**src/rtl/mc_ctrl_pkg.sv**
```systemverilog
// rtl/mc_ctrl_pkg.sv - shared encodings for the multicycle controller
package mc_ctrl_pkg;

    typedef enum logic [2:0] {
        S_IF  = 3'd0,
        S_ID  = 3'd1,
        S_EXE = 3'd2,
        S_MEM = 3'd3,
        S_WB  = 3'd4
    } state_t;

    localparam logic [5:0] OP_RTYPE = 6'b000000;
    localparam logic [5:0] OP_ORI   = 6'b001101;
    localparam logic [5:0] OP_LW    = 6'b100011;
    localparam logic [5:0] OP_SW    = 6'b101011;
    localparam logic [5:0] OP_BEQ   = 6'b000100;
    localparam logic [5:0] OP_LUI   = 6'b001111;
    localparam logic [5:0] OP_J     = 6'b000010;
    localparam logic [5:0] OP_JAL   = 6'b000011;

    localparam logic [5:0] FN_ADDU  = 6'b100001;
    localparam logic [5:0] FN_SUBU  = 6'b100011;
    localparam logic [5:0] FN_JR    = 6'b001000;

    // Values shared with the IFU next-PC mux
    localparam logic [1:0] NPC_SEL_PC4 = 2'b00;
    localparam logic [1:0] NPC_SEL_REG = 2'b01;
    localparam logic [1:0] NPC_SEL_J   = 2'b10;
    localparam logic [1:0] NPC_SEL_BEQ = 2'b11;

    localparam logic [1:0] REGDST_RT = 2'b00;
    localparam logic [1:0] REGDST_RD = 2'b01;
    localparam logic [1:0] REGDST_RA = 2'b10;

    localparam logic [1:0] WDSEL_ALU = 2'b00;
    localparam logic [1:0] WDSEL_DM  = 2'b01;
    localparam logic [1:0] WDSEL_PC4 = 2'b10;

    localparam logic [1:0] ALUOP_ADD = 2'b00;
    localparam logic [1:0] ALUOP_SUB = 2'b01;
    localparam logic [1:0] ALUOP_OR  = 2'b10;
    localparam logic [1:0] ALUOP_LUI = 2'b11;

    localparam logic [1:0] EXTOP_ZERO  = 2'b00;
    localparam logic [1:0] EXTOP_SIGN  = 2'b01;
    localparam logic [1:0] EXTOP_UPPER = 2'b10;

endpackage

```
**src/rtl/mc_ctrl_decode.sv**
```systemverilog
// rtl/mc_ctrl_decode.sv - combinational opcode/funct to instruction-class flags
module mc_decode
    import mc_ctrl_pkg::*;
(
    input  logic [5:0] opcode_i,
    input  logic [5:0] funct_i,
    output logic       is_rtype_alu_o,
    output logic       is_subu_o,
    output logic       is_ori_o,
    output logic       is_lw_o,
    output logic       is_sw_o,
    output logic       is_beq_o,
    output logic       is_lui_o,
    output logic       is_j_o,
    output logic       is_jal_o,
    output logic       is_jr_o
);
    logic is_r;

    assign is_r           = (opcode_i == OP_RTYPE);
    assign is_subu_o      = is_r && (funct_i == FN_SUBU);
    assign is_rtype_alu_o = is_r && ((funct_i == FN_ADDU) || (funct_i == FN_SUBU));
    assign is_jr_o        = is_r && (funct_i == FN_JR);
    assign is_ori_o       = (opcode_i == OP_ORI);
    assign is_lw_o        = (opcode_i == OP_LW);
    assign is_sw_o        = (opcode_i == OP_SW);
    assign is_beq_o       = (opcode_i == OP_BEQ);
    assign is_lui_o       = (opcode_i == OP_LUI);
    assign is_j_o         = (opcode_i == OP_J);
    assign is_jal_o       = (opcode_i == OP_JAL);
endmodule

```
**config.mk**
```make
export PLATFORM = sky130hd
export DESIGN_NAME = mc_decode
export DESIGN_NICKNAME = d
export VERILOG_FILES = /design/src/rtl/mc_ctrl_pkg.sv /design/src/rtl/mc_ctrl_decode.sv
export SDC_FILE = /design/constraint.sdc
export NUM_CORES = 1
export LEC_CHECK = 0
export BUFFER_PORTS_ARGS = -buffer_cell sky130_fd_sc_hd__buf_2
export CORE_AREA = 2 2 39 41
export DETAILED_ROUTE_END_ITERATION = 6
export DIE_AREA = 0 0 41 43
export GPL_ROUTABILITY_DRIVEN = 1
export PLACE_DENSITY = 0.44
export SETUP_SLACK_MARGIN = 0.15
export SLEW_MARGIN = 20
export SYNTH_ARGS = -nofsm -noshare
export SYNTH_HDL_FRONTEND = slang
export SYNTH_SLANG_ARGS = --single-unit
export TNS_END_PERCENT = 10
```
**constraint.sdc**
```tcl
create_clock -name vclk -period 2.6
set_input_delay 0.52 -clock vclk [all_inputs]
set_output_delay 0.52 -clock vclk [all_outputs]
set_load 0.01 [all_outputs]
```
==> metrics.txt <==
FF+latch area=0 µm²; ant diodes=0; die area=~0.0018 mm²; proportion of layout cells with a drive suffix above 1=around two thirds; fmax=between 400 and 500 MHz; Final Max Tran Viols=0; All-Layer GR Usage=approximately 6%; Mapped Area=approximately 160 µm²; initial antenna violation count=0; largest net degree at the start of global routing=6; Logic pwr share=100.0%; CP required=2080 ps; Hold-fix buffers, CTS=0; dominant cell type by area after synthesis=nor3_2; vias per std cell=around 4.1; Max Used Layer=met3; crit path kind=in -> out; # DRC=0; DRT antenna net count=0; Syn Nets=33; vias=between 200 and 250; total of warnings raised by yosys=0; CLK BUF=0; area grow syn2layout=81.2%; Switching Fraction=50.2%; critical path arrival=about 1600 ps; Initial DRT Pass Iterations=2; outcome=finished, final reports clean; Sequential Power Share=0%; worst hold-check path type=in -> out; WL per Instance=8.54 µm; sequential area share after synthesis=0%; DP HPWL=roughly 440 µm; VDD IR max=between 20 and 30 µV; Pint=around 0.000012 W; Min-Delay Endpoint=is_ori_o; Setup crit start=opcode_i[5]; final wirelength=just over 500 µm; post-synthesis cell count=21; Die W=approximately 41 µm; Non-Filler Instances=59; number of global-route vias before repair=between 200 and 250; met2 wire len=between 150 and 200 µm; Synth top area share=18.8%; Syn Area/Cell=7.63 µm²; Starting Density=11.6%; static leakage=roughly 0.14 nW; Worst Path Max Fanout=5; min-delay src=opcode_i[1]; num sequential=0; min cycle time layout=2070 ps; Slew HR=between 80% and 90%; Final nets=57; Yosys cell types=15; Setup crit start kind=primary input; Die Y-Extent=between 40 and 50 µm; TNS Setup=0 ps; Synth area leaders=nor3_2 19%, or4_4 14%, nor3b_2 7.8%; core area=~0.0014 mm²; IO Port Bufs=22; # rows=14; Net Switching=around 0.000012 W; Period Utilization, post-route=between 70% and 80%; count of final hold-check violations=0; Least-Margin Pin Slew=219 ps; initial detailed-routing violation count=2; RSZ-0062 raised after global routing=no; Final setup viols=0; Max Cap Viol=0; IO Pins=22; Post-CTS Setup Bufs=0; Met1 Wirelength=229 µm; Commonest cells post-synth=3 x nor2_1, 3 x nor3_2, 2 x nor4_1, 2 x or4_4; post-cts gate resize count=0; kind of end point of the critical path=output port; total grt overflow=0; first-pass GRT wire length=800 µm; fillcell total=160; PwrDens=between 80 and 90 mW/mm²; placed cell count=59; DR WL met3=around 90 µm; GPL Wtd Cong=around 0.61; hold path depth=3; Clock power frac=0%
per-layer routing:
metal / vias to the layer above / global-route usage, %
met1: 95 / 8.54
li1: 130 / -
met4: 0 / 0
met2: 19 / 10.0
met5: - / 0
met3: 0 / 0.524
metrics by stage:
| step | area [µm²] | util (%) | setup slack (ps) | hold slack (ps) | power, W |
|---|---|---|---|---|---|
| 6_report | 290 | 21.0 | 525 | 1340 | 0.0000246 |
| 3_3_place_gp | 290 | 21.0 | 513 | 1350 | 0.0000250 |
| 3_5_place_dp | 290 | 21.0 | 515 | 1340 | 0.0000247 |
| 2_1_floorplan | 160 | - | 732 | 1070 | 0.00000921 |
| 5_1_grt | 290 | 21.0 | 476 | 1370 | 0.0000273 |
| 4_1_cts | 290 | 21.0 | 510 | 1340 | 0.0000248 |
cells by family (layout without fill, tap and decap cells):
family                 after synthesis  after routing  share of synthesized area (%)
buffers and inverters                1             23                           2.34
AND/OR/NAND/NOR                     20             20                           97.7
how the worst max path moves through the flow:
stage / to / depth (start not counted)
2_1_floorplan: is_j_o / 2
3_3_place_gp: is_jr_o / 4
3_5_place_dp: is_subu_o / 4
4_1_cts: is_subu_o / 4
5_1_grt: is_jr_o / 4
6_report: is_subu_o / 4
final cells by class:
| class | instances | area (µm²) | share of cell area (%) |
|---|---|---|---|
| Inverter | 1 | 3.75 | 1.29 |
| Multi-Input combinational cell | 20 | 156 | 53.9 |
| Tap cell | 16 | 20.0 | 6.90 |
| Timing Repair Buffer | 22 | 110 | 37.9 |
power groups by stage:
| stage | combinational, W | clock, W | sequential (W) |
|---|---|---|---|
| detailed placement | 0.0000247 | 0 | 0 |
| floorplan | 0.00000921 | 0 | 0 |
| finish | 0.0000246 | 0 | 0 |
| CTS | 0.0000248 | 0 | 0 |
| global placement | 0.0000250 | 0 | 0 |
| global route | 0.0000273 | 0 | 0 |
cells in the final DEF, fill, tap and decap left out:
master / netlist / final
buf_2: 0 / 22
nor3_2: 3 / 3
or4b_1: 1 / 1
or2b_1: 1 / 1
and3_1: 1 / 1
nor3b_2: 1 / 1
nand4b_1: 1 / 1
nor3_1: 1 / 1
nor4_1: 2 / 2
nor2_1: 3 / 3
nand3b_1: 1 / 1
nand4bb_1: 1 / 1
or4_4: 2 / 2
inv_1: 1 / 1
nand2_1: 1 / 1
nor3b_1: 1 / 1
worst max-delay path: stages:
cell and delay (ps):
buf_2 110, or4_4 580, nor3_2 190, buf_2 150
(Power assumes the default switching activity.)
